**src/rtl/wb_result_select_trace.sv**
```systemverilog
// Writeback result select, registered regfile write port and ready/valid debug trace FIFO.
// Optional macro WB_TRACE_SKIP_NOWRITE_EN: do not trace accepted instructions with no byte enables.
module wb_result_select_trace #(
  parameter int unsigned DATA_W      = 32,
  parameter int unsigned PC_W        = 32,
  parameter int unsigned NSRC        = 4,
  parameter int unsigned SEL_W       = 2,
  parameter int unsigned REG_AW      = 5,
  parameter int unsigned TRACE_DEPTH = 4
) (
  input  logic                   clock,
  input  logic                   reset,
  input  logic                   in_valid,
  output logic                   in_ready,
  input  logic                   flush,
  input  logic [PC_W-1:0]        in_pc,
  input  logic [PC_W-1:0]        in_pc_plus8,
  input  logic                   in_pc_to_reg,
  input  logic [SEL_W-1:0]       in_sel,
  input  logic [NSRC*DATA_W-1:0] in_src_data,
  input  logic [3:0]             in_reg_wen,
  input  logic [REG_AW-1:0]      in_reg_wnum,
  output logic [3:0]             rf_we,
  output logic [REG_AW-1:0]      rf_waddr,
  output logic [DATA_W-1:0]      rf_wdata,
  output logic                   trace_valid,
  input  logic                   trace_ready,
  output logic [PC_W-1:0]        debug_wb_pc,
  output logic [3:0]             debug_wb_rf_wen,
  output logic [REG_AW-1:0]      debug_wb_rf_wnum,
  output logic [DATA_W-1:0]      debug_wb_rf_wdata
);

  localparam int unsigned PTR_W = (TRACE_DEPTH > 1) ? $clog2(TRACE_DEPTH) : 1;
  localparam int unsigned CNT_W = PTR_W + 1;
  localparam logic [CNT_W-1:0] DEPTH_C = CNT_W'(TRACE_DEPTH);

  typedef struct packed {
    logic [PC_W-1:0]   pc;
    logic [3:0]        wen;
    logic [REG_AW-1:0] wnum;
    logic [DATA_W-1:0] data;
  } trace_entry_t;

  logic [PTR_W-1:0]  rd_ptr;
  logic [PTR_W-1:0]  wr_ptr;
  logic [CNT_W-1:0]  count;
  trace_entry_t      mem [TRACE_DEPTH];
  trace_entry_t      head;
  logic [DATA_W-1:0] link_data;
  logic [DATA_W-1:0] sel_data;
  logic [3:0]        wen_eff;
  logic              acc;
  logic              push;
  logic              pop;

  // Link value resized to the register width (zero-extend or truncate)
  generate
    if (PC_W >= DATA_W) begin : g_link_trunc
      assign link_data = in_pc_plus8[DATA_W-1:0];
    end else begin : g_link_zext
      assign link_data = {{(DATA_W-PC_W){1'b0}}, in_pc_plus8};
    end
  endgenerate

  // Result mux: PC+8 wins, out-of-range selects give zero
  always_comb begin
    sel_data = '0;
    if (in_pc_to_reg) begin
      sel_data = link_data;
    end else begin
      for (int k = 0; k < int'(NSRC); k++) begin
        if (in_sel == SEL_W'(k)) sel_data = in_src_data[k*DATA_W +: DATA_W];
      end
    end
  end

  assign wen_eff     = (in_reg_wnum == '0) ? 4'b0000 : in_reg_wen;
  assign in_ready    = (count != DEPTH_C);
  assign trace_valid = (count != '0);
  assign acc         = in_valid & in_ready & ~flush;
  assign pop         = trace_valid & trace_ready;

`ifdef WB_TRACE_SKIP_NOWRITE_EN
  assign push = acc & (wen_eff != 4'b0000);
`else
  assign push = acc;
`endif

  // Regfile write port: enables pulse on accept, address/data hold otherwise
  always_ff @(posedge clock or negedge reset) begin
    if (!reset) begin
      rf_we    <= '0;
      rf_waddr <= '0;
      rf_wdata <= '0;
    end else if (acc) begin
      rf_we    <= wen_eff;
      rf_waddr <= in_reg_wnum;
      rf_wdata <= sel_data;
    end else begin
      rf_we    <= '0;
    end
  end

  // Trace FIFO pointers and occupancy
  always_ff @(posedge clock or negedge reset) begin
    if (!reset) begin
      rd_ptr <= '0;
      wr_ptr <= '0;
      count  <= '0;
    end else begin
      if (push) wr_ptr <= wr_ptr + PTR_W'(1);
      if (pop)  rd_ptr <= rd_ptr + PTR_W'(1);
      case ({push, pop})
        2'b10:   count <= count + CNT_W'(1);
        2'b01:   count <= count - CNT_W'(1);
        default: count <= count;
      endcase
    end
  end

  // Storage needs no reset: the head is masked while the FIFO is empty
  always_ff @(posedge clock) begin
    if (push) begin
      mem[wr_ptr] <= '{pc: in_pc, wen: wen_eff, wnum: in_reg_wnum, data: sel_data};
    end
  end

  assign head              = mem[rd_ptr];
  assign debug_wb_pc       = trace_valid ? head.pc   : '0;
  assign debug_wb_rf_wen   = trace_valid ? head.wen  : '0;
  assign debug_wb_rf_wnum  = trace_valid ? head.wnum : '0;
  assign debug_wb_rf_wdata = trace_valid ? head.data : '0;

endmodule

```
**config.mk**
```make
export PLATFORM = sky130hd
export DESIGN_NAME = wb_result_select_trace
export DESIGN_NICKNAME = d
export VERILOG_FILES = /design/src/rtl/wb_result_select_trace.sv
export SDC_FILE = /design/constraint.sdc
export NUM_CORES = 1
export LEC_CHECK = 0
export ABC_AREA = 1
export BUFFER_PORTS_ARGS = -buffer_cell sky130_fd_sc_hd__buf_2
export CAP_MARGIN = 40
export CORE_ASPECT_RATIO = 2
export CORE_MARGIN = 10
export CORE_UTILIZATION = 58
export DETAILED_ROUTE_END_ITERATION = 10
export GPL_ROUTABILITY_DRIVEN = 0
export PLACE_DENSITY = 0.85
export SYNTH_ARGS = -nofsm -noshare
export SYNTH_HDL_FRONTEND = slang
export SYNTH_SLANG_ARGS = --single-unit
```
**constraint.sdc**
```tcl
create_clock -name clock -period 6.92 [get_ports clock]
set_clock_uncertainty 0.05 [all_clocks]
set_input_delay 0 -clock clock [delete_from_list [all_inputs] [get_ports clock]]
set_output_delay 0 -clock clock [all_outputs]
set_load 0.01 [all_outputs]
```
# Yosys cells after proc, flatten, opt, wreduce, memory -nomap -nowiden

Memory sizes are Yosys's and may differ from the RTL's.
Cells that the tools add are included.

Register bits after elaboration: 48
Memory bits (writable): 292
Output and inout bits: 116
Word-level logic and storage cells: 39
Memories: 1

Add/sub/neg operators: 4
Equal/unequal tests: 6
Multiplexer cells: 14
Bitwise operators: 4
Reductions and logical operators: 4

Memories:

| memory | depth | width | read ports | clocked after memory_dff | wr ports | line | RTL |
|---|---|---|---|---|---|---|---|
| mem    | 4     | 73    | 1          | 0                        | 1        | 48   | `trace_entry_t mem [TRACE_DEPTH];` |

Operator list:

| cell                                                                   | number |
|---|---|
| 32-bit 2-to-1 mux                                                      | 7 |
| 4-bit 2-to-1 mux                                                       | 3 |
| 2-bit equality test (second input constant)                            | 3 |
| 3-bit one-hot mux with 2 select lines                                  | 1 |
| 5-bit zero test                                                        | 1 |
| 5-bit 2-to-1 mux                                                       | 1 |
| 2-bit by 1-bit adder with 2-bit output (second input constant)         | 2 |
| 2-bit by 1-bit equality test with 1-bit output (second input constant) | 2 |
| 3-bit by 1-bit adder with 3-bit output (second input constant)         | 1 |
| 1-bit bitwise AND                                                      | 3 |
| 3-bit != test (second input constant)                                  | 1 |
| 3-bit nonzero test                                                     | 1 |
| 3-bit by 1-bit subtractor with 3-bit output (second input constant)    | 1 |
| 2-bit zero test                                                        | 1 |
| 1-bit 2-to-1 mux                                                       | 2 |
| 2-bit nonzero test                                                     | 1 |
| 1-bit inverter                                                         | 1 |

# Longest topological paths before layout

Gate-level depths: netlist (run 1).

Depth after elaboration: 6
Depth in mapped cells: 10

# Worst setup path after synthesis (run 1)

No wires, ideal clock.

Kind: register to register
From: register count[0]
To: memory mem[0][0] in the netlist's numbering (enable)
Library setup time: 0.505 ns
Arrival: 3.966 ns
Setup slack: 2.399 ns
Cell stages (with the launch flop): 6
Buffers on the path: 1
Period minus slack after synthesis: 4.521 ns
Cells stage by stage: dfrtp_1 > inv_1 > nand3_1 > nand2_1 > buf_1 > nor2_1

Word-level cells in the longest chain between the ends: 5

Ends and longest elaborated chain:

| what                                   | line | RTL |
|---|---|---|
| start, declared                        | 47   | `logic [CNT_W-1:0] count;` |
| start signal, assigned                 | 115  | `2'b10: count <= count + CNT_W'(1);` |
| start signal, assigned                 | 116  | `2'b01: count <= count - CNT_W'(1);` |
| start signal, assigned                 | 117  | `default: count <= count;` |
| 3-bit != test                          | 79   | `assign in_ready = (count != DEPTH_C);` |
| via in_ready                           | 14   | `output logic in_ready,` |
| 1-bit bitwise AND (2 in series)        | 81   | `assign acc = in_valid & in_ready & ~flush;` |
| 1-bit 2-to-1 mux                       | 124  | `if (push) begin` |
| 1-bit 2-to-1 mux (implied by the code) | 125  | `mem[wr_ptr] <= '{pc: in_pc, wen: wen_eff, wnum: in_reg_wnum, data: sel_data};` |
| end, declared                          | 48   |  |

The timed path passes the listed nets, and every way through them passes these cells.

# Worst setup path in the final report (run 1)

From: register rd_ptr[0]
To: output debug_wb_pc[4]

Word-level cells in the longest chain between the ends: 2

Ends and longest elaborated chain:

| what                   | line | RTL |
|---|---|---|
| start, declared        | 45   | `logic [PTR_W-1:0] rd_ptr;` |
| start signal, assigned | 113  | `if (pop) rd_ptr <= rd_ptr + PTR_W'(1);` |
| memory read 4 x 73 bit | -    |  |
| 32-bit 2-to-1 mux      | 130  | `assign debug_wb_pc = trace_valid ? head.pc : '0;` |
| end, declared          | 28   | `output logic [PC_W-1:0] debug_wb_pc,` |

Every way passes these cells.

==> metrics.log, run 1 <==
INFO  metric ys_types = 18
INFO  metric final-instance-count-excl-fill = 2146
INFO  metric netSwitchingFraction = 0.3825
INFO  metric min_delay_worst_endpoint = mem[0][25]
INFO  metric async_reset_ff_frac = 0.1412
INFO  metric placeableCoreArea = 24530 µm²
INFO  metric post_synth_instance_area = 14480 µm²
INFO  metric post_drt_via_cell_ratio = ~5.6
INFO  metric cts_tree = done
INFO  metric total_power_consumption_of_the_routed_design = 6.875 mW
INFO  metric min_from = in_src_data[121]
INFO  metric detailedPlacementHpwl = between 20 and 30 mm
INFO  metric boundaryPins = 325
INFO  metric drive_above_1_share = 0.2217
INFO  metric cp_data_arrival_time = 3.18 ns
INFO  metric drc_errors = 0
INFO  metric htreeDepth = 1
INFO  metric path_common_cell = sky130_fd_sc_hd__nor2_1
INFO  metric pre_cts_slack = 4.266 ns
INFO  metric routed_wl = 43.47 mm
INFO  metric seqPwrFrac = 0.398
INFO  metric critical_path_cell_count = 6
INFO  metric finalWorstPathRequiredPeriod = 3.234 ns
INFO  metric worstPathCellList = buf_4 > nor2_1 > nor2_1 > o21ai_0 > a21oi_1 > buf_2
INFO  metric critPathBufInv = 2
INFO  metric synth.yosys.seq_area_share = 0.6884
INFO  metric worst_tran_pin_value = ~0.88 ns
INFO  metric critical_path_required = 6.87 ns
INFO  metric worst_setup_hold_path_clk_slew = around 0.070 ns
INFO  metric insertion_delay = about 0.55 ns
INFO  metric design.die.area = 32070 µm²
INFO  metric flow.area_growth_from_synthesis = 27.28%
INFO  metric finalCritPeriodShare = 0.4674
INFO  metric timing.hold.worst_path_depth = 5
INFO  metric global_route_total_overflow = 0
INFO  metric yosysWarnings = 0
INFO  metric starting_density = 0.5905
INFO  metric cts_hold_buffers = 109
INFO  metric finalMaxSlewViolations = 0
INFO  metric setup.worst_path.class = reg -> out
INFO  metric aggregate_global_route_resource_usage = 0.2597
INFO  metric postCtsSetupRepairBufs = 0
INFO  metric synth_area_per_cell = 10.34 µm²
INFO  metric pwr-share-clk = 0.222
INFO  metric cts.sink_count = between 300 and 400
INFO  metric nets = 2008
INFO  metric status = completed
INFO  metric static-leakage-power = 7.556 nW
INFO  metric ctsResizeCount = 0
INFO  metric critical_path.slowest_cell = sky130_fd_sc_hd__dfrtp_4
INFO  metric grt_most_used_layer = met2
INFO  metric postSynthCellCount = 1400
INFO  metric gr-usage-met2 = 0.4837
INFO  metric regToRegEndpoint = count[2]
INFO  metric clock_tree.buffer_depth = 3
INFO  metric maxSlewHeadroom = 0.4108
INFO  metric edff_count_synth = 292
INFO  metric grt_max_degree = 80
INFO  metric avgRoutedWirePerCell = 20.26 µm
INFO  metric die_width = 131.7 µm
INFO  metric placement_rows = between 80 and 90
INFO  metric grtUsageMet3 = 0.04905
INFO  metric worstPathMaxFanout = 79
INFO  metric via_count = between 10000 and 15000
INFO  metric p_sw = 2.630 mW
INFO  metric rsz0062_at_grt = no
INFO  metric number_of_global_route_vias_before_repair = 12405
INFO  metric r2r.worst_path.cells = 10
INFO  metric drt.antenna.violating_nets = 0
INFO  metric cellInternalPower = 4.245 mW
INFO  metric max_freq = 309.2 MHz
INFO  metric p_per_area = 373.0 nW/µm²
INFO  metric vertical_die_dimension = 243.5 µm
INFO  metric postLayoutSetupSlackWorst = between 3 and 4 ns
INFO  metric grt_pass1_wl = between 60 and 70 mm
INFO  metric finalSetupViolCount = 0
INFO  metric crit_path_max_incr_delay = around 0.94 ns
INFO  metric min_path_type = in -> reg
INFO  metric use_met1 = 0.2680
INFO  metric final_core_utilization = 0.7516
INFO  metric critical_path.endpoint_type = output pin
INFO  metric vdd_drop_max = 0.0002003 V
INFO  metric syn_nets = 1615
INFO  metric cts_buffers = 27
INFO  metric drt_pre_antenna_iters = 6
INFO  metric dp_cells = 1987
INFO  metric io_buffer_count = 324
INFO  metric ys.flop_type = sky130_fd_sc_hd__edfxtp_1
INFO  metric ctsRootBufferMaster = sky130_fd_sc_hd__clkbuf_16
INFO  metric worstSetupStartpointType = flop
INFO  metric drt_iter0_markers = ~1000
INFO  metric max-cap-violations = 0
INFO  metric finalHoldViolations = 0
INFO  metric r2r-start = count[0]
INFO  metric r2r_slack = 4.29 ns
INFO  metric ys_ff_latch = 340
INFO  metric power.combinational.fraction = 0.381
INFO  metric post_route_setup_tns = 0 ns
INFO  metric grt_antenna_before_repair = 1
INFO  metric critPathTopFamily = buffers and inverters
[how the worst max path moves through the flow]
stage / startpoint / to / slack (ns)
CTS: rd_ptr[0] / debug_wb_rf_wnum[1] / 3.71
global placement: count[0] / mem[1][30] / 3.94
global route: rd_ptr[0] / debug_wb_rf_wnum[1] / 3.52
floorplan: count[0] / mem[0][0] / 2.40
finish: rd_ptr[0] / debug_wb_pc[4] / 3.69
detailed placement: count[0] / count[2] / 4.27
[power by group through the flow]
stage	sequential [mW]	clock, mW	combinational, mW
after CTS	2.73	1.53	2.61
after floorplan	2.71	0	1.49
after detailed placement	2.77	0	2.53
final	2.74	1.52	2.62
after global routing	2.76	1.63	2.85
after global placement	2.76	0	2.41
[cells in the final DEF (no fill, tap or decap), drive strengths merged, types with 37 or more instances in the layout]
cell	count
dfrtp	48
o21ai	183
nand2	244
a21oi	74
buf	343
edfxtp	292
clkbuf	37
nand3	67
dlygate4sd3	109
nor2	369
[worst reg2reg max path, stage by stage (launching register included)]
cell and delay (ns):
sky130_fd_sc_hd__dfrtp_1 0.40, sky130_fd_sc_hd__inv_1 0.13, sky130_fd_sc_hd__nand3_1 0.14, sky130_fd_sc_hd__nand2_2 0.09, sky130_fd_sc_hd__buf_4 0.52, sky130_fd_sc_hd__ha_1 0.26, sky130_fd_sc_hd__inv_1 0.07, sky130_fd_sc_hd__fa_1 0.40
sky130_fd_sc_hd__a21oi_1 0.15, sky130_fd_sc_hd__o21ai_0 0.13, sky130_fd_sc_hd__xor2_1 0.16
[synth_stat cells (3+ instances only)]
master,n,share of area
sky130_fd_sc_hd__nor2_1,368,0.095
sky130_fd_sc_hd__nand3_1,67,0.023
sky130_fd_sc_hd__buf_1,19,0.0049
sky130_fd_sc_hd__dfrtp_1,48,0.083
sky130_fd_sc_hd__xor2_1,3,0.0018
sky130_fd_sc_hd__nand2_1,244,0.063
sky130_fd_sc_hd__inv_2,5,0.0013
sky130_fd_sc_hd__edfxtp_1,292,0.61
sky130_fd_sc_hd__inv_1,19,0.0049
sky130_fd_sc_hd__o21ai_0,183,0.063
sky130_fd_sc_hd__buf_2,36,0.012
sky130_fd_sc_hd__ha_1,5,0.0043
sky130_fd_sc_hd__a21oi_1,74,0.026
sky130_fd_sc_hd__clkbuf_1,33,0.0086
[layer usage]
metal / wire length (µm) / part of all wire
met5: 0 / 0
met3: 3247 / 0.075
met4: 2245 / 0.052
met1: 14600 / 0.34
met2: 23370 / 0.54
[layout make-up]
cell class	instances	area [µm²]
repair buffers	452	2985
flip-flops and latches	340	9977
diodes	1	2.502
clock inverters	12	86.33
well taps	332	415.4
clock buffers	37	794.5
inverters	24	92.59
fillers	1610	6092
multi-input cells	948	4080
[cells by family after synthesis]
logic type	Yosys count	share of synthesized area
and+or+nand+nor	681	0.1825
xor gates and xnor gates	4	0.002419
DFF	340	0.6884
adders and majority gates	6	0.005702
buffers and inverters	112	0.03214
AOI/OAI and AO/OA	257	0.08881
[registers in the layout, summed over array words and instances, names as in the netlist]
| signal | cells |
|---|---|
| rd_ptr | 2 |
| mem | 292 |
| count | 3 |
| rf_wdata | 32 |
| wr_ptr | 2 |
| rf_waddr | 5 |
| rf_we | 4 |
[metrics by stage]
step | cell area (µm²) | hold WS (ns)
after floorplan | 14480 | -0.3456
after global placement | 16270 | 0.1012
after detailed placement | 16460 | 0.1265
after CTS | 18430 | 0.002371
after global routing | 18430 | 0.01855
final | 18430 | 0.03761
(Power assumes the default switching activity.)
==> run 2: changes to the inputs <==
CORE_UTILIZATION = 49   (was 58)
PLACE_DENSITY = 0.76   (was 0.85)
clock period = 2.6 ns   (was 6.92 ns; I/O delays follow)
==> run 2 against run 1 <==
Die area increased by 16%; non-clock buffer count increased by 15; setup slack got worse by 3.6 ns; count of clock-buffer cells in the layout decreased by 5; critical path type unchanged; largest power group is now combinational cells; highest routed layer unchanged.
==> metrics.log, run 2 (same netlist as run 1, synthesis figures left out) <==
INFO  metric met2WireLength = 22.68 mm (-2.9%)
INFO  metric largest_register_ffs = 292 (unchanged)
INFO  metric setup.worst_path.class = reg -> out
INFO  metric netSwitchingFraction = 0.3676 (-0.01490)
INFO  metric critPathBufInv = 3 (+1)
INFO  metric min_delay_worst_endpoint = mem[3][31]
INFO  metric p_sw = 6.854 mW (+160%)
INFO  metric cts_hold_buffers = 115 (+5.5%)
INFO  metric max-cap-violations = 0 (unchanged)
INFO  metric layout_commonest_cell = sky130_fd_sc_hd__nor2_1
INFO  metric highest-signal-layer = met4
INFO  metric critical_path_required = 2.55 ns (-4.32 ns)
INFO  metric status = completed
INFO  metric aggregate_global_route_resource_usage = 0.2199 (-0.03978)
INFO  metric critical_path.endpoint_type = output pin
INFO  metric placeableCoreArea = 29400 µm² (+20%)
INFO  metric r2r-start = count[0]
INFO  metric ctsRootBufferMaster = sky130_fd_sc_hd__clkbuf_16
INFO  metric top_regs = mem: 292 flops, rf_wdata: 32 flops, rf_waddr: 5 flops
INFO  metric timing.hold.worst_path_depth = 5 (unchanged)
INFO  metric die_width = 141.6 µm (+7.5%)
INFO  metric drc_errors = 0 (unchanged)
INFO  metric finalMaxSlewViolations = 0 (unchanged)
INFO  metric cts.sink_count = 340 (unchanged)
INFO  metric drive_above_1_share = 0.2250 (+0.003227)
INFO  metric nets = 2022 (+0.70%)
INFO  metric design.die.area = 37250 µm² (+16%)
INFO  metric critPathTopFamily = buffers and inverters
INFO  metric postCtsSetupRepairBufs = 0 (unchanged)
INFO  metric grt_antenna_before_repair = 3 (+2)
INFO  metric drt.antenna.violating_nets = 0 (unchanged)
INFO  metric p_per_area = 995.0 nW/µm² (+170%)
INFO  metric drt_iter0_markers = 579 (-44%)
INFO  metric dp_cells = 2028 (+2.1%)
INFO  metric r2r_slack = 0.36 ns (-3.93 ns)
INFO  metric grt_pass1_wl = 65.23 mm (-1.5%)
INFO  metric flow.area_growth_from_synthesis = 29.39%
INFO  metric cts_tree = done
INFO  metric cellInternalPower = 11.79 mW (+180%)
INFO  metric cp_data_arrival_time = 2.46 ns (-0.72 ns)
INFO  metric htreeDepth = 1 (unchanged)
INFO  metric worst_tran_pin_value = 0.8418 ns (-0.04201 ns)
INFO  metric global_route_total_overflow = 0 (unchanged)
INFO  metric ctsResizeCount = 0 (unchanged)
INFO  metric worstPathCellList = inv_4 > buf_12 > o21ai_0 > a21oi_1 > buf_2
INFO  metric routed_wl = 42.39 mm (-2.5%)
INFO  metric number_of_global_route_vias_before_repair = 12212 (-1.6%)
INFO  metric placement_rows = 89 (+9.9%)
INFO  metric via_count = 11759 (-1.5%)
INFO  metric worstSetupStartpointType = flop
INFO  metric rsz0062_at_grt = no
INFO  metric insertion_delay = 0.54 ns (about the same)
INFO  metric worstPathMaxFanout = 73 (-7.6%)
INFO  metric grt_max_degree = 74 (-7.5%)
INFO  metric critical_path_cell_count = 5 (-1)
INFO  metric drt_pre_antenna_iters = 5 (-1)
INFO  metric final_design_area_no_fill = 18740 µm² (+1.7%)
INFO  metric crit_path_max_incr_delay = 0.58 ns (-0.36 ns)
INFO  metric io_buffer_count = 324 (unchanged)
INFO  metric worst_hold_slack = 0.01800 ns (-0.01961 ns)
INFO  metric vdd_drop_max = 0.0005579 V (+180%)
INFO  metric layout_common_cells = sky130_fd_sc_hd__nor2_1, sky130_fd_sc_hd__buf_2, sky130_fd_sc_hd__edfxtp_1
INFO  metric detail_route.wirelength.met1 = 14.65 mm (+0.34%)
INFO  metric critical_path.slowest_cell = sky130_fd_sc_hd__dfrtp_4
INFO  metric finalWorstPathRequiredPeriod = 2.506 ns
INFO  metric boundaryPins = 325 (unchanged)
INFO  metric post_drt_via_cell_ratio = 5.360 (-3.7%)
INFO  metric regToRegEndpoint = mem[0][53]
INFO  metric maxSlewHeadroom = 0.4374 (+0.02668)
INFO  metric worstSetupStartpoint = rd_ptr[0]
INFO  metric clock_tree.buffer_depth = 3 (unchanged)
INFO  metric static-leakage-power = 7.670 nW (+1.5%)
INFO  metric starting_density = 0.4926 (-0.09786)
INFO  metric max_freq = about 400 MHz
INFO  metric power.combinational.fraction = 0.391 (+0.010)
INFO  metric final-instance-count-excl-fill = 2194 (+2.2%)
INFO  metric avgRoutedWirePerCell = 19.32 µm (-4.6%)
INFO  metric vertical_die_dimension = 263.1 µm (+8.1%)
INFO  metric finalHoldViolations = 0 (unchanged)
INFO  metric top_register = mem
INFO  metric finalSetupViolCount = 0 (unchanged)
INFO  metric min_path_type = in -> reg
INFO  metric seqPwrFrac = 0.379 (-0.019)
INFO  metric worst_setup_hold_path_clk_slew = 0.07 ns (about the same)
INFO  metric finalCritPeriodShare = 0.9639
INFO  metric route.met3.wl = 2.803 mm (-14%)
INFO  metric detailed_place.area = 16630 µm² (+1.1%)
INFO  metric min_from = in_src_data[31]
INFO  metric detailedPlacementHpwl = 29.11 mm (+3.9%)
INFO  metric pwr-share-clk = 0.230 (+0.008)
INFO  metric r2r.worst_path.cells = 5 (-5)
INFO  metric cts_buffers = 26 (-3.7%)
==> run 2: changes by cell type in the layout (fill, tap and decap cells not counted), sizes merged, moves of 5 or more <==
cell / before / now
buf: 343 / 352
dlygate4sd3: 109 / 115
clkinv: 6 / 11
clkbuf: 37 / 32
inv: 27 / 22
bufinv: 0 / 5
==> run 2: power by group through the flow <==
stage,registers (mW),clock network [mW],logic [mW]
floorplan,7.20,0,3.96
global placement,7.15,0,7.02
detailed placement,7.17,0,7.18
CTS,7.06,4.36,7.39
global route,7.12,4.59,8.05
finish,7.07,4.29,7.29
==> run 2: final cells by class <==
type                       count  area [µm²]
sequential                   340        9977
timing repair buffer         467        3178
tap                          364       455.4
clock buffer                  32       724.4
fill                        2268       10660
inverter                      24       95.09
antenna                        3       7.507
multi-input combinational    948        4080
clock inverter                16       221.5
==> run 2: per-layer routing <==
layer,GRT usage,vias up
met5,0,-
li1,-,5571
met3,0.03750,121
met1,0.2287,5562
met2,0.4029,505
met4,0.1207,0
==> run 2: worst max path at each step <==
| stage | endpoint |
|---|---|
| 2_1_floorplan | mem[0][0] |
| 3_3_place_gp | count[2] |
| 3_5_place_dp | mem[0][46] |
| 4_1_cts | debug_wb_rf_wdata[21] |
| 5_1_grt | debug_wb_pc[18] |
| 6_report | debug_wb_rf_wdata[21] |
==> run 2: stage by stage <==
| stage | setup slack (ns) | TNS [ns] | util | total power [mW] |
|---|---|---|---|---|
| 2_1_floorplan | -0.7307 | -213.37 | - | 11.16 |
| 3_3_place_gp | 0.3509 | 0 | 0.5642 | 14.17 |
| 3_5_place_dp | 0.3282 | 0 | 0.5658 | 14.35 |
| 4_1_cts | 0.06833 | 0 | 0.6372 | 18.81 |
| 5_1_grt | 0.05068 | 0 | 0.6374 | 19.77 |
| 6_report | 0.09391 | 0 | 0.6374 | 18.65 |
==> run 2: worst reg2reg max path, stage by stage, from the launching register on <==
cell and delay [ns]:
sky130_fd_sc_hd__dfrtp_1 0.37, sky130_fd_sc_hd__inv_1 0.09, sky130_fd_sc_hd__nand3_1 0.10, sky130_fd_sc_hd__nand2_2 0.26, sky130_fd_sc_hd__nor2_4 0.74, sky130_fd_sc_hd__buf_12 0.31
==> run 3: changes to the inputs <==
ABC_AREA = unset   (was 1)
CTS_CLUSTER_DIAMETER = 50   (was unset)
clock period = 2.1 ns   (was 2.6 ns; I/O delays follow)
==> run 3 against run 2 <==
The run now ends with setup timing left; wire length decreased by 14%; combinational power increased by 30%; cell area up 3.2%; synthesized cell count is 52% lower; count of clock-buffer cells in the layout grew 12; synthesized area decreased by 1.7%; register-to-register slack worse by 0.38 ns; setup slack got worse by 0.21 ns; utilization grew 3.5 points; hold slack got worse by 0.0037 ns; sequential share of layout area decreased by 1.6 points; critical endpoint is now debug_wb_rf_wen[2].
==> metrics.log, run 3 <==
INFO  metric status = finished, violations left
INFO  metric failed_checks = setup timing
INFO  metric worstSetupStartpointType = flop
INFO  metric insertion_delay = 0.55 ns (about the same)
INFO  metric finalWorstPathRequiredPeriod = 2.219 ns
INFO  metric layout_common_cells = sky130_fd_sc_hd__buf_2, sky130_fd_sc_hd__edfxtp_1, sky130_fd_sc_hd__dlygate4sd3_1
INFO  metric critPathTopFamily = multiplexers
INFO  metric route.met3.wl = 1.955 mm (-30%)
INFO  metric top_register = mem
INFO  metric postLayoutSetupSlackWorst = -0.1188 ns (-0.2127 ns)
INFO  metric cts_tree = done
INFO  metric postSynthCellCount = 668 (-52%)
INFO  metric htreeDepth = 1 (unchanged)
INFO  metric nets = 1380 (-32%)
INFO  metric met2WireLength = 20.88 mm (-8.0%)
INFO  metric worstSetupStartpoint = rd_ptr[0]
INFO  metric largest_register_ffs = 292 (unchanged)
INFO  metric flow.area_growth_from_synthesis = 35.85%
INFO  metric finalSetupViolCount = 73 (+73)
INFO  metric die_width = 140.5 µm (-0.75%)
INFO  metric via_count = 8279 (-30%)
INFO  metric worstPathCellList = buf_12 > buf_16 > mux4_2 > and2_1 > buf_2
INFO  metric critical_path.endpoint_type = output pin
INFO  metric r2r-start = count[0]
INFO  metric aggregate_global_route_resource_usage = 0.1938 (-0.02612)
INFO  metric drt_pre_antenna_iters = 4 (-1)
INFO  metric routed_wl = 36.30 mm (-14%)
INFO  metric drive_above_1_share = 0.5274 (+0.3024)
INFO  metric cts.sink_count = 340 (unchanged)
INFO  metric rsz0062_at_grt = yes
INFO  metric synthDominantAreaCellType = sky130_fd_sc_hd__edfxtp_1
INFO  metric vertical_die_dimension = 261 µm (-0.81%)
INFO  metric worstPathMaxFanout = 8 (-89%)
INFO  metric ys_types = 28 (+10)
INFO  metric yosys-top-cells-count = sky130_fd_sc_hd__edfxtp_1, sky130_fd_sc_hd__mux4_2, sky130_fd_sc_hd__and2_1, sky130_fd_sc_hd__dfrtp_1, sky130_fd_sc_hd__mux2_2
INFO  metric post_synth_main_area_contributors = sky130_fd_sc_hd__edfxtp_1, sky130_fd_sc_hd__mux4_2, sky130_fd_sc_hd__dfrtp_1
INFO  metric avgRoutedWirePerCell = 23.44 µm (+21%)
INFO  metric global_route_total_overflow = 0 (unchanged)
INFO  metric drt_iter0_markers = 427 (-26%)
INFO  metric cp_data_arrival_time = 2.17 ns (-0.29 ns)
INFO  metric highest-signal-layer = met4
INFO  metric ctsRootBufferMaster = sky130_fd_sc_hd__clkbuf_16
INFO  metric top_regs = mem: 292 flops, rf_wdata: 32 flops, rf_waddr: 5 flops
INFO  metric syn_nets = 883 (-45%)
INFO  metric min_from = in_src_data[19]
INFO  metric boundaryPins = 325 (unchanged)
INFO  metric worst_tran_pin_value = 0.5018 ns (-0.3401 ns)
INFO  metric post_synth_instance_area = 14230 µm² (-1.7%)
INFO  metric ys.flop_type = sky130_fd_sc_hd__edfxtp_1
INFO  metric grt_antenna_before_repair = 1 (-2)
INFO  metric setup.worst_path.class = reg -> out
INFO  metric critical_path.slowest_cell = sky130_fd_sc_hd__mux4_2
INFO  metric p_per_area = 1209 nW/µm² (+21%)
INFO  metric starting_density = 0.4952 (+0.002530)
INFO  metric crit_path_max_incr_delay = 0.53 ns (-0.05 ns)
INFO  metric number_of_global_route_vias_before_repair = 9618 (-21%)
INFO  metric static-leakage-power = 7.401 nW (-3.5%)
INFO  metric finalMaxSlewViolations = 0 (unchanged)
INFO  metric placement_rows = 88 (-1.1%)
INFO  metric layout_commonest_cell = sky130_fd_sc_hd__buf_2
INFO  metric finalCritPeriodShare = 1.057
INFO  metric critical_path_required = 2.05 ns (-0.50 ns)
INFO  metric critPathBufInv = 3 (unchanged)
INFO  metric max_freq = roughly 450 MHz
INFO  metric io_buffer_count = 324 (unchanged)
INFO  metric edff_count_synth = 292 (unchanged)
INFO  metric maxSlewHeadroom = 0.6655 (+0.2280)
INFO  metric dp_cells = 1341 (-34%)
INFO  metric detailedPlacementHpwl = 23.51 mm (-19%)
INFO  metric final_design_area_no_fill = 19330 µm² (+3.2%)
INFO  metric placeableCoreArea = 28740 µm² (-2.2%)
INFO  metric post_drt_via_cell_ratio = 5.345 (-0.28%)
INFO  metric design.die.area = 36670 µm² (-1.6%)
INFO  metric post_route_setup_tns = -4.753 ns (-4.753 ns)
INFO  metric async_reset_ff_frac = 0.1412 (unchanged)
INFO  metric yosysWarnings = 0 (unchanged)
INFO  metric synth_area_per_cell = 21.30 µm² (+110%)
INFO  metric drc_errors = 0 (unchanged)
INFO  metric finalHoldViolations = 0 (unchanged)
INFO  metric detailed_place.area = 16500 µm² (-0.82%)
INFO  metric clock_tree.buffer_depth = 3 (unchanged)
INFO  metric final-instance-count-excl-fill = 1549 (-29%)
INFO  metric drt.antenna.violating_nets = 0 (unchanged)
INFO  metric cts_buffers = 28 (+7.7%)
INFO  metric vdd_drop_max = 0.0006253 V (+12%)
INFO  metric final_core_utilization = 0.6727 (+0.03525)
INFO  metric detail_route.wirelength.met1 = 12.29 mm (-16%)
INFO  metric grt_pass1_wl = 55.30 mm (-15%)
INFO  metric synth_top_cell_area_share = 0.6162 (+0.01075)
INFO  metric worst_setup_hold_path_clk_slew = 0.07 ns (about the same)
INFO  metric min_path_type = in -> reg
INFO  metric grt_max_degree = 41 (-45%)
INFO  metric synth.most_common_cell = sky130_fd_sc_hd__edfxtp_1
INFO  metric max-cap-violations = 0 (unchanged)
INFO  metric ys_ff_latch = 340 (unchanged)
INFO  metric synth.yosys.seq_area_share = 0.7006 (+0.01223)
run 3: cell types whose count changed in the layout (fill, tap and decap cells not counted), sizes merged, moves of 21 or more:
cell         change
nand2          -243
nand3           -66
mux4           +105
nor2           -367
dlygate4sd3     +21
a21oi           -74
mux2            +70
o21ai          -183
and2            +82
run 3: cells by family (layout without fill, tap and decap cells):
kind of cell  count (synthesis)  in the layout  synth area share
xor+xnor                      6              6          0.003694
fa+ha+maj                     6              6          0.005803
buf+inv                      46            565           0.01820
flops                       340            340            0.7006
mux                         176            176            0.2307
other cells                   0              2                 0
simple gates                 94             94           0.04097
run 3: final timing paths:
kind,to,slack [ns],cells past startpoint
max,debug_wb_rf_wen[2],-0.12,5
min,rf_wdata[19],0.01,4
max reg2reg,count[2],-0.02,9
min reg2reg,rf_wdata[27],0.46,1
max in group asynchronous,rd_ptr[0],1.07,4
min in group asynchronous,rf_wdata[17],0.07,3
run 3: metal layers:
metal | global-route usage | vias to the layer above
met5 | 0 | -
met2 | 0.3665 | 262
met1 | 0.2024 | 4268
li1 | - | 3690
met3 | 0.03773 | 59
met4 | 0.08151 | 0
run 3: repair_timing:
item                                    in CTS  in global routing
cloned                                       7                  2
resized for setup                           38                 43
endpoints found under the setup margin      75                 75
pin swaps                                   24                 20
hold buffers                               136                  0
setup buffers                               11                  0
hold endpoints to repair                   385                  0
run 3: layout make-up:
type	count	area, µm²
Antenna cell	2	5.005
Clock buffer	44	832.0
Clock inverter	8	68.82
Fill cell	1845	9407
Inverter	6	25.02
Multi-Input combinational cell	282	4105
Sequential cell	340	9977
Tap cell	360	450.4
Timing Repair Buffer	507	3867
run 3: power breakdown:
group	internal [mW]	switching (mW)	total, mW	leakage [nW]
Clock	2.85	2.25	5.10	0.447
Sequential	8.41	0.379	8.79	3.22
Combinational	5.26	4.23	9.48	3.74
run 3: tightest hold or removal path, cell delays in order:
cell and delay (ns):
sky130_fd_sc_hd__buf_2 0.07, sky130_fd_sc_hd__mux4_2 0.21, sky130_fd_sc_hd__mux2_2 0.16, sky130_fd_sc_hd__mux2_4 0.14
run 3: per-stage QoR:
step	total power, mW	hold slack (ns)	setup slack, ns
final	23.37	0.01428	-0.1188
after floorplan	13.54	-0.3456	-0.1493
after CTS	23.18	0.0001794	-0.1573
after detailed placement	16.70	-0.2224	-0.04905
after global routing	24.52	0.01860	-0.1830
after global placement	16.55	-0.2272	0.01574
